--- src/rtl/cs_puf_pkg.sv ---
// Shared state encoding and permutation-space constants for the CS-PUF
// challenge sequencer and its index stepper.
package cs_puf_pkg;

    localparam int PERM_COUNT = 40320;
    localparam int PERM_IDX_W = 16;

    typedef logic [PERM_IDX_W-1:0] perm_idx_t;

    typedef enum logic [3:0] {
        ST_IDLE,
        ST_CLEAR,
        ST_LOAD,
        ST_WAIT_AMP,
        ST_SETTLE,
        ST_SAMPLE,
        ST_NEXT,
        ST_DONE,
        ST_ERR
    } state_e;

    function automatic logic idx_legal(input perm_idx_t idx);
        return int'(idx) < PERM_COUNT;
    endfunction

endpackage

--- src/rtl/cs_puf_idx_step.sv ---
// Combinational modular step: (cur + stride) mod PERM_COUNT, both operands
// already below PERM_COUNT so one conditional subtract is enough.
module cs_puf_idx_step
    import cs_puf_pkg::*;
(
    input  logic [PERM_IDX_W-1:0] cur_i,
    input  logic [PERM_IDX_W-1:0] stride_i,
    output logic [PERM_IDX_W-1:0] next_o
);

    localparam logic [PERM_IDX_W:0] PERM_COUNT_X = (PERM_IDX_W + 1)'(PERM_COUNT);

    logic [PERM_IDX_W:0] sum;
    logic [PERM_IDX_W:0] wrapped;

    assign sum     = {1'b0, cur_i} + {1'b0, stride_i};
    assign wrapped = sum - PERM_COUNT_X;
    assign next_o  = (sum >= PERM_COUNT_X) ? wrapped[PERM_IDX_W-1:0] : sum[PERM_IDX_W-1:0];

endmodule

--- src/rtl/cs_puf_chal_seq.sv ---
// Challenge sequencer: steps a burst of permutation indices through the CS-PUF
// selector, waits for amp_enable plus a settle time, and packs response bits.
module cs_puf_chal_seq
    import cs_puf_pkg::*;
#(
    parameter int              MAX_CHAL   = 32,
    parameter int              SETTLE_CYC = 4,
    parameter int              TO_W       = 20,
    parameter logic [TO_W-1:0] TO_LIMIT   = 20'hF_FFFF
) (
    input  logic                clk,
    input  logic                rst,
    input  logic                start,
    input  logic [15:0]         base_sel,
    input  logic [15:0]         stride,
    input  logic [5:0]          num_chal,
    output logic                busy,
    output logic                done,
    output logic                error,
    output logic [MAX_CHAL-1:0] resp,
    output logic [5:0]          chal_idx,
    output logic                perm_en,
    output logic [15:0]         perm_sel,
    input  logic                perm_amp_enable,
    input  logic                puf_bit
);

    localparam int               SET_W      = (SETTLE_CYC > 1) ? $clog2(SETTLE_CYC) : 1;
    localparam logic [SET_W-1:0] SET_LAST   = SET_W'(SETTLE_CYC - 1);
    localparam logic [5:0]       MAX_CHAL_6 = 6'(MAX_CHAL);

    state_e              state_q, state_d;
    logic [15:0]         stride_q, stride_d;
    logic [5:0]          num_q, num_d;
    logic [15:0]         cur_q, cur_d;
    logic [5:0]          chal_q, chal_d;
    logic [TO_W-1:0]     to_cnt_q, to_cnt_d;
    logic [SET_W-1:0]    set_cnt_q, set_cnt_d;
    logic                clr_q, clr_d;
    logic [MAX_CHAL-1:0] resp_q, resp_d;
    logic                error_q, error_d;
    logic                busy_q, done_q, perm_en_q;
    logic [15:0]         perm_sel_q;
    logic                busy_d, done_d, perm_en_d;
    logic [15:0]         perm_sel_d;
    logic [15:0]         cur_step;
    logic                start_ok;

    cs_puf_idx_step u_idx_step (
        .cur_i    (cur_q),
        .stride_i (stride_q),
        .next_o   (cur_step)
    );

    assign start_ok = idx_legal(base_sel) && idx_legal(stride)
                   && (num_chal != 6'd0) && (num_chal <= MAX_CHAL_6);

    always_comb begin
        // NOTE: every _d holds its current value first, so no branch of the case can infer a latch.
        state_d   = state_q;
        stride_d  = stride_q;
        num_d     = num_q;
        cur_d     = cur_q;
        chal_d    = chal_q;
        to_cnt_d  = to_cnt_q;
        set_cnt_d = set_cnt_q;
        clr_d     = clr_q;
        resp_d    = resp_q;
        error_d   = error_q;

        unique case (state_q)
            ST_IDLE: begin
                if (start && start_ok) begin
                    stride_d = stride;
                    num_d    = num_chal;
                    cur_d    = base_sel;
                    chal_d   = '0;
                    resp_d   = '0;
                    error_d  = 1'b0;
                    clr_d    = 1'b0;
                    state_d  = ST_CLEAR;
                end else if (start) begin
                    error_d = 1'b1;
                end
            end
            ST_CLEAR: begin
                if (clr_q) state_d = ST_LOAD;
                else       clr_d   = 1'b1;
            end
            ST_LOAD: begin
                to_cnt_d = '0;
                state_d  = ST_WAIT_AMP;
            end
            ST_WAIT_AMP: begin
                if (perm_amp_enable) begin
                    set_cnt_d = '0;
                    state_d   = ST_SETTLE;
                end else begin
                    to_cnt_d = to_cnt_q + TO_W'(1);
                    if (to_cnt_d == TO_LIMIT) state_d = ST_ERR;
                end
            end
            ST_SETTLE: begin
                if (!perm_amp_enable)        state_d   = ST_ERR;
                else if (set_cnt_q == SET_LAST) state_d = ST_SAMPLE;
                else                         set_cnt_d = set_cnt_q + SET_W'(1);
            end
            ST_SAMPLE: begin
                for (int i = 0; i < MAX_CHAL; i++) begin
                    if (chal_q == 6'(i)) resp_d[i] = puf_bit;
                end
                state_d = ST_NEXT;
            end
            ST_NEXT: begin
                if (chal_q == num_q - 6'd1) begin
                    state_d = ST_DONE;
                end else begin
                    chal_d  = chal_q + 6'd1;
                    cur_d   = cur_step;
                    clr_d   = 1'b0;
                    state_d = ST_CLEAR;
                end
            end
            ST_DONE: state_d = ST_IDLE;
            ST_ERR:  state_d = ST_IDLE;
            default: state_d = ST_IDLE;
        endcase

        if (state_d == ST_ERR) error_d = 1'b1;
    end

    // Outputs are decoded from the next state so they settle with the state register.
    assign busy_d     = (state_d != ST_IDLE);
    assign done_d     = (state_d == ST_DONE);
    assign perm_en_d  = (state_d inside {ST_LOAD, ST_WAIT_AMP, ST_SETTLE, ST_SAMPLE});
    assign perm_sel_d = (state_d == ST_LOAD) ? cur_d : perm_sel_q;

    // NOTE: non-blocking assignments let every register update from pre-edge values.
    always_ff @(posedge clk) begin
        if (rst) begin
            state_q    <= ST_IDLE;
            stride_q   <= '0;
            num_q      <= '0;
            cur_q      <= '0;
            chal_q     <= '0;
            to_cnt_q   <= '0;
            set_cnt_q  <= '0;
            clr_q      <= 1'b0;
            resp_q     <= '0;
            error_q    <= 1'b0;
            busy_q     <= 1'b0;
            done_q     <= 1'b0;
            perm_en_q  <= 1'b0;
            perm_sel_q <= '0;
        end else begin
            state_q    <= state_d;
            stride_q   <= stride_d;
            num_q      <= num_d;
            cur_q      <= cur_d;
            chal_q     <= chal_d;
            to_cnt_q   <= to_cnt_d;
            set_cnt_q  <= set_cnt_d;
            clr_q      <= clr_d;
            resp_q     <= resp_d;
            error_q    <= error_d;
            busy_q     <= busy_d;
            done_q     <= done_d;
            perm_en_q  <= perm_en_d;
            perm_sel_q <= perm_sel_d;
        end
    end

    assign busy     = busy_q;
    assign done     = done_q;
    assign error    = error_q;
    assign resp     = resp_q;
    assign chal_idx = chal_q;
    assign perm_en  = perm_en_q;
    assign perm_sel = perm_sel_q;

endmodule
--- config.mk ---
export PLATFORM = sky130hd
export DESIGN_NAME = cs_puf_chal_seq
export DESIGN_NICKNAME = d
export VERILOG_FILES = /design/src/rtl/cs_puf_pkg.sv /design/src/rtl/cs_puf_idx_step.sv /design/src/rtl/cs_puf_chal_seq.sv
export SDC_FILE = /design/constraint.sdc
export NUM_CORES = 1
export LEC_CHECK = 0
export ABC_AREA = 0
export BUFFER_PORTS_ARGS = -buffer_cell sky130_fd_sc_hd__buf_2
export CORE_UTILIZATION = 46
export CTS_CLUSTER_DIAMETER = 200
export DETAILED_ROUTE_END_ITERATION = 7
export PLACE_DENSITY = 0.66
export REMOVE_ABC_BUFFERS = 1
export SETUP_SLACK_MARGIN = 0.2
export SLEW_MARGIN = 20
export SYNTH_ARGS = -nofsm -noshare
export SYNTH_HDL_FRONTEND = slang
export SYNTH_HIERARCHICAL = 1
export SYNTH_SLANG_ARGS = --single-unit
--- constraint.sdc ---
create_clock -name clk -period 3.9 [get_ports clk]
set_input_delay 0.195 -clock clk [delete_from_list [all_inputs] [get_ports clk]]
set_output_delay 0.195 -clock clk [all_outputs]
set_load 0.1 [all_outputs]
==> flow_metrics.py, run 1 <==
metrics = {
    "global_route": {
        "grt_first_pass_wirelength_mm": 31.2,
        "grt_pass1_vias": 6280,
        "overflow": 0,
        "track_usage": 0.246,
        "antenna_found_initial": 0,
        "grt_max_degree": 53,
    },
    "synthesis": {
        "synthXorXnorAreaFrac": 0.0263,
        "synth_simple_gate_area_share": 0.269,
        "yosysTopAreaCellShare": 0.352,
        "synth_cell_types": 77,
        "yosysWarnings": 6,
        "muxShareOfSynthArea": 0.00786,
        "synth-seq-area-share": 0.352,
        "synth_area_leaders": "dfxtp_1 35%, a21oi_1 9.5%, nand2_1 6.5%",
        "synth_top_area_cell": "dfxtp_1",
        "synth-compound-area-share": 0.252,
        "async_reset_ff_frac": 0,
        "syn-instance-count": 914,
        "avgSynthCellArea_um2": 7.66,
        "yosysMostFrequentCell": "a21oi_1",
        "synth_edf_count": 0,
        "yosys.area_share.adder": 0.0475,
        "synth.cell_area_um2": 7000,
        "ys_ff_latch": 123,
        "synthFlopType": "dfxtp_1",
        "synth_top_family_by_area": "simple AND/OR/NAND/NOR gates",
        "synthTopCellsByCount": "133 x a21oi_1, 123 x dfxtp_1, 122 x nand2_1",
    },
    "floorplan": {
        "dieWidth_um": 125,
        "dieArea_um2": 15700,
        "fp.dieH_um": 125,
        "core_area_um2": 14700,
        "initial_core_util": 0.476,
        "ios": 101,
        "rows": 44,
    },
    "finish": {
        "synthToLayoutAreaGrowth_pct": 17.8,
        "multi_input_area_um2": 4300,
        "antenna_cells": 0,
        "layout-drive-gt1-share": 0.180,
        "final_nets": 1054,
        "fillers": 1441,
        "instances_no_fill": 1182,
        "seq_area_um2": 2460,
    },
    "critical_path": {
        "crit_fanout": 5,
        "crit_path_end_kind": "flop",
        "critical_path_arrival_ns": 3.87,
        "worstPathRequired_ns": 4.20,
        "crit_type": "flop to flop",
        "start_kind": "flop",
    },
    "clock_network": {
        "cts_tree": "built",
        "postCtsSetupRepairBufs": 0,
        "cts-root-buf": "clkbuf_16",
        "clk_latency_ns": 0.43,
        "cts.clk_slew.worst_paths_ns": 0.06,
        "cts_buffers": 17,
        "clockBufferDepth": 2,
        "cts_max_level": 4,
        "cts_num_sinks": 123,
    },
    "sta": {
        "holdWs_ns": 0.00151,
        "fin_crit_ns": 3.57,
        "rsz0062_at_grt": "no",
        "relSlewSlack": 0.341,
        "fin_worst_skew_ns": 0.00779,
        "finalSetupViolations": 0,
        "clock.fmax_ghz": 0.280,
        "finalMaxSlewViolations": 0,
        "tns_ns": 0,
        "period_share": 0.916,
        "worst_slack_ns": 0.328,
        "worst_pin_slew_ns": 0.988,
        "finalHoldViolations": 0,
    },
    "routing": {
        "viasPerCell": 5.78,
        "routed_wirelength_mm": 19.0,
        "firstDrtPassIters": 7,
        "drtAntennaViolNets": 0,
        "drt_iter0_markers": 527,
        "vias": 6836,
        "drc": 9,
        "wl_per_cell_um": 16.1,
    },
    "min_path": {
        "hp-class": "input port to flop",
    },
    "pwr": {
        "vdd_drop_max_uv": 311,
        "p_per_area_nw_per_um2": 385,
        "p_leak_nw": 3.08,
        "p_switching_mw": 0.791,
        "p_clk_frac": 0.518,
        "p_sw_frac": 0.249,
        "p_seq_frac": 0.405,
        "p_int_mw": 2.39,
        "comb_power_share": 0.077,
    },
    "outcome": {
        "failed_checks": "DRC",
        "status": "complete, but fails checks",
    },
    "place": {
        "portBuffers": 100,
        "dp_cells": 1149,
        "place_congestion": 0.899,
        "place_worst_setup_slack_ns": 0.179,
        "hpwl_mm": 12.6,
    },
    "flow_run": {
        "cap_violations": 0,
    },
}
-- logic make-up after synthesis --
group	Yosys count
fa+ha+maj	26
flops	123
xor+xnor	21
buf+inv	75
simple gates	371
compound gates	293
mux	5
-- path summary, 6_finish.rpt --
| kind | startpoint | to | slack (ns) | cells after the start |
|---|---|---|---|---|
| worst max-delay path | cur_q[0]$_SDFF_PP0_ | cur_q[8]$_SDFF_PP0_ | 0.33 | 15 |
| worst min-delay path | stride[4] | stride_q[4]$_SDFFE_PP0P_ | 0.002 | 3 |
| worst max register to register | cur_q[0]$_SDFF_PP0_ | cur_q[8]$_SDFF_PP0_ | 0.33 | 15 |
| worst min register to register | perm_sel[10]$_SDFFE_PP0N_ | perm_sel[10]$_SDFFE_PP0N_ | 0.45 | 2 |
-- sequential cells by signal (all words and copies together) (netlist names) --
signal	flops
num_q	6
clr_q	1
perm_en	1
done	1
chal_idx	6
stride_q	16
state_q	4
perm_sel	16
resp	32
to_cnt_q	20
busy	1
error	1
set_cnt_q	2
cur_q	16
-- repair_timing --
action / CTS / global route
setup endpoints to repair: 3 / 8
hold endpoints to repair: 1 / 0
hold buffers: 1 / 0
resized for setup: 2 / 12
-- power groups by stage --
| stage | combinational [mW] | clock, mW | sequential [mW] |
|---|---|---|---|
| finish | 0.244 | 1.65 | 1.29 |
| global route | 0.269 | 1.73 | 1.29 |
| CTS | 0.237 | 1.67 | 1.29 |
| detailed placement | 0.232 | 0 | 1.31 |
| global placement | 0.232 | 0 | 1.31 |
| floorplan | 0.129 | 0 | 1.32 |
-- metal layers --
layer / wire length (um) / track usage / share of wire / vias to the layer above
li1: - / - / - / 3442
met2: 8340 / 0.379 / 0.44 / 178
met4: 422 / 0.0961 / 0.022 / 0
met3: 945 / 0.0466 / 0.050 / 31
met1: 9330 / 0.338 / 0.49 / 3185
met5: 0 / 0 / 0 / -
-- area by class of cell --
class / instances / area share
well taps: 184 / 0.0279
clock buffers: 19 / 0.0537
clock inverters: 13 / 0.0200
inverters: 16 / 0.00728
flip-flops and latches: 123 / 0.299
repair buffers: 111 / 0.0713
multi-input cells: 716 / 0.521
-- critical path, cell delays in order, from the launching register on --
cell       delay (ns)
dfxtp_1          0.34
ha_1             0.23
fa_1             0.42
a211oi_2         0.24
o31a_1           0.23
buf_4            0.15
o211a_1          0.17
nor2_2           0.06
ha_1             0.23
a21oi_2          0.24
a2111oi_4        0.13
o21ai_2          0.22
and2_2           0.24
mux2_4           0.31
a22oi_1          0.15
a21oi_1          0.09
-- cells in the final DEF, fill, tap and decap left out, drive strengths merged, types with 6 or more instances in the layout --
cell,count
a211oi,7
a21o,6
a21oi,133
a22oi,23
a311oi,6
a31oi,8
and2,9
and3,9
buf,110
clkbuf,19
clkinv,6
dfxtp,123
ha,25
inv,19
nand2,122
nand2b,9
nand3,40
nand3b,35
nand4,12
nor2,78
nor3,11
nor4,7
o21ai,69
or3,10
or4,6
xnor2,12
xor2,9
-- through the flow --
step / utilization / total power [mW] / area (um2)
6_report: 0.561 / 3.18 / 8250
5_1_grt: 0.561 / 3.28 / 8250
4_1_cts: 0.557 / 3.19 / 8180
3_5_place_dp: 0.514 / 1.55 / 7560
3_3_place_gp: 0.514 / 1.55 / 7560
2_1_floorplan: - / 1.45 / 6750
Power figures use the tool's default switching activity.
==> run 2, diff against run 1 <==
CORE_ASPECT_RATIO = 1.4   (was unset)
clock period = 3.4 ns   (was 3.9 ns; I/O delays follow)
==> run 2 against run 1 <==
Compared with the run above: the flow now finishes without violations; utilization is 2.3 points higher; die area hardly changed; sequential power is 15% higher; first-iteration DRC count is 32% lower; sequential cell count stayed put; via count is 3.7% higher; clock-buffer cell count is 5 higher; worst hold slack better by 0.011 ns; highest routed layer unchanged; critical path depth stayed put.
==> flow_metrics.py, run 2 (synthesis results as in run 1) <==
metrics = {
    "outcome": {
        "status": "completed",
    },
    "min_path": {
        "hold_start": "stride[7]",
        "min_path_cells": 3,
        "hp-class": "input port to flop",
        "hold_end": "stride_q[7]$_SDFFE_PP0P_",
    },
    "critical_path": {
        "reg2regPathDepth": 15,
        "start_kind": "flop",
        "worstPathCellList": "ha_4 > fa_2 > a211oi_2 > o31a_1 > buf_4 > o211a_1 > nor2_2 > ha_2 > a21oi_2 > a2111oi_4 > o21ai_2 > and2_4 > mux2_4 > a22oi_1 > a21oi_1",
        "r2r_slack_ns": 0.16,
        "crit_path_end_kind": "flop",
        "cp_slowest_stage_delay_ns": 0.39,
        "rr_startpoint": "stride_q[0]$_SDFFE_PP0P_",
        "critical_path_arrival_ns": 3.51,
        "crit_fanout": 5,
        "crit_cells": 15,
        "cp_num_buf_inv": 1,
        "r2r_end": "cur_q[8]$_SDFF_PP0_",
        "path_delay_family": "compound AO/OA/AOI/OAI gates",
        "slowest_stage": "a2111oi_4",
        "crit_type": "flop to flop",
        "worstPathRequired_ns": 3.67,
    },
    "clock_network": {
        "cts_num_sinks": 123,
        "cts_buffers": 17,
        "cts_max_level": 4,
        "cts-root-buf": "clkbuf_16",
        "cts_tree": "built",
        "clockBufferDepth": 2,
        "cts.clk_slew.worst_paths_ns": 0.05,
        "clk_latency_ns": 0.42,
    },
    "routing": {
        "viasPerCell": 5.75,
        "routed_wirelength_mm": 19.4,
        "drtAntennaViolNets": 0,
        "wl_per_cell_um": 15.8,
        "drc": 0,
        "drt_iter0_markers": 360,
        "firstDrtPassIters": 4,
        "vias": 7087,
    },
    "sta": {
        "holdWs_ns": 0.0127,
        "clock.fmax_ghz": 0.309,
        "tns_ns": 0,
        "finalHoldViolations": 0,
        "relSlewSlack": 0.285,
        "fin_crit_ns": 3.24,
        "finalSetupViolations": 0,
        "rsz0062_at_grt": "yes",
        "fin_worst_skew_ns": 0.00903,
        "worst_slack_ns": 0.160,
        "finalMaxSlewViolations": 0,
        "worst_pin_slew_ns": 1.06,
        "period_share": 0.953,
    },
    "pwr": {
        "p_seq_frac": 0.398,
        "p_total_mw": 3.71,
        "p_sw_frac": 0.226,
        "p_int_mw": 2.88,
        "comb_power_share": 0.087,
        "p_per_area_nw_per_um2": 426,
        "vdd_drop_max_uv": 282,
        "p_switching_mw": 0.840,
        "p_leak_nw": 3.30,
        "p_clk_frac": 0.514,
    },
    "global_route": {
        "track_usage": 0.255,
        "antenna_found_initial": 0,
        "grt_max_degree": 66,
        "grt_first_pass_wirelength_mm": 32.0,
        "grt_pass1_vias": 6604,
        "overflow": 0,
    },
    "place": {
        "hpwl_mm": 13.6,
        "placed_area_um2": 7770,
        "portBuffers": 100,
        "place_congestion": 0.869,
        "place_worst_setup_slack_ns": -0.257,
    },
    "finish": {
        "layout_common_cells": "130 x a21oi_1, 121 x nand2_1, 121 x dfxtp_1, 99 x buf_2, 77 x nor2_1",
        "largest_reg_flops": 32,
        "antenna_cells": 0,
        "design_area_um2": 8720,
        "layout_commonest_cell": "a21oi_1",
        "fillers": 1426,
        "layout-drive-gt1-share": 0.207,
        "multi_input_area_um2": 4370,
        "final_nets": 1098,
        "synthToLayoutAreaGrowth_pct": 24.5,
        "seq_area_um2": 2460,
    },
    "floorplan": {
        "fp.dieH_um": 148,
        "core_area_um2": 14900,
        "ios": 101,
        "dieWidth_um": 106,
        "dieArea_um2": 15700,
        "initial_core_util": 0.469,
        "rows": 53,
    },
    "flow_run": {
        "cap_violations": 0,
    },
}
-- run 2: repair_timing --
item | CTS | global route
hold buffers | 15 | 0
endpoints found under the setup margin | 9 | 9
gates resized for setup | 24 | 7
pin swaps | 15 | 11
endpoints found under the hold margin | 15 | 0
setup buffers | 3 | 2
-- run 2: through the flow --
stage | util | instances
5_1_grt | 0.584 | 1233
3_5_place_dp | 0.521 | 1182
2_1_floorplan | - | 855
6_report | 0.584 | 1233
3_3_place_gp | 0.521 | 1182
4_1_cts | 0.580 | 1231
-- run 2: how the worst max path moves through the flow --
| stage | startpoint | slack [ns] | end |
|---|---|---|---|
| global placement | cur_q[0]$_SDFF_PP0_ | -0.20 | cur_q[8]$_SDFF_PP0_ |
| finish | stride_q[0]$_SDFFE_PP0P_ | 0.16 | cur_q[8]$_SDFF_PP0_ |
| detailed placement | cur_q[0]$_SDFF_PP0_ | -0.26 | cur_q[8]$_SDFF_PP0_ |
| CTS | stride_q[0]$_SDFFE_PP0P_ | 0.16 | cur_q[8]$_SDFF_PP0_ |
| global route | stride_q[0]$_SDFFE_PP0P_ | -0.01 | cur_q[13]$_SDFF_PP0_ |
| floorplan | cur_q[0]$_SDFF_PP0_ | -0.01 | cur_q[8]$_SDFF_PP0_ |
-- run 2: power groups by stage --
stage	combinational [mW]	sequential, mW	clock (mW)
floorplan	0.148	1.52	0
global placement	0.288	1.51	0
detailed placement	0.288	1.51	0
CTS	0.317	1.48	1.93
global route	0.358	1.48	2.00
finish	0.325	1.48	1.91
-- run 2: cell type report --
class                           instances  share of cell area
Clock buffer                           24              0.0553
Timing Repair Buffer                  155               0.111
Tap cell                              192              0.0276
Multi-Input combinational cell        716               0.501
Clock inverter                          7              0.0158
Sequential cell                       123               0.283
Inverter                               16             0.00689
-- run 2: tightest hold or removal path, delay by kind of cell --
kind	cells	cell delay, ns
buffers and inverters	1	0.10
AO/OA/AOI/OAI	1	0.06
AND/OR/NAND/NOR	1	0.05
-- run 2: layer usage --
layer | part of all wire | vias up | global-route usage
li1 | - | 3542 | -
met3 | 0.046 | 45 | 0.0582
met2 | 0.51 | 186 | 0.446
met4 | 0.030 | 0 | 0.102
met1 | 0.41 | 3314 | 0.299
met5 | 0 | - | 0
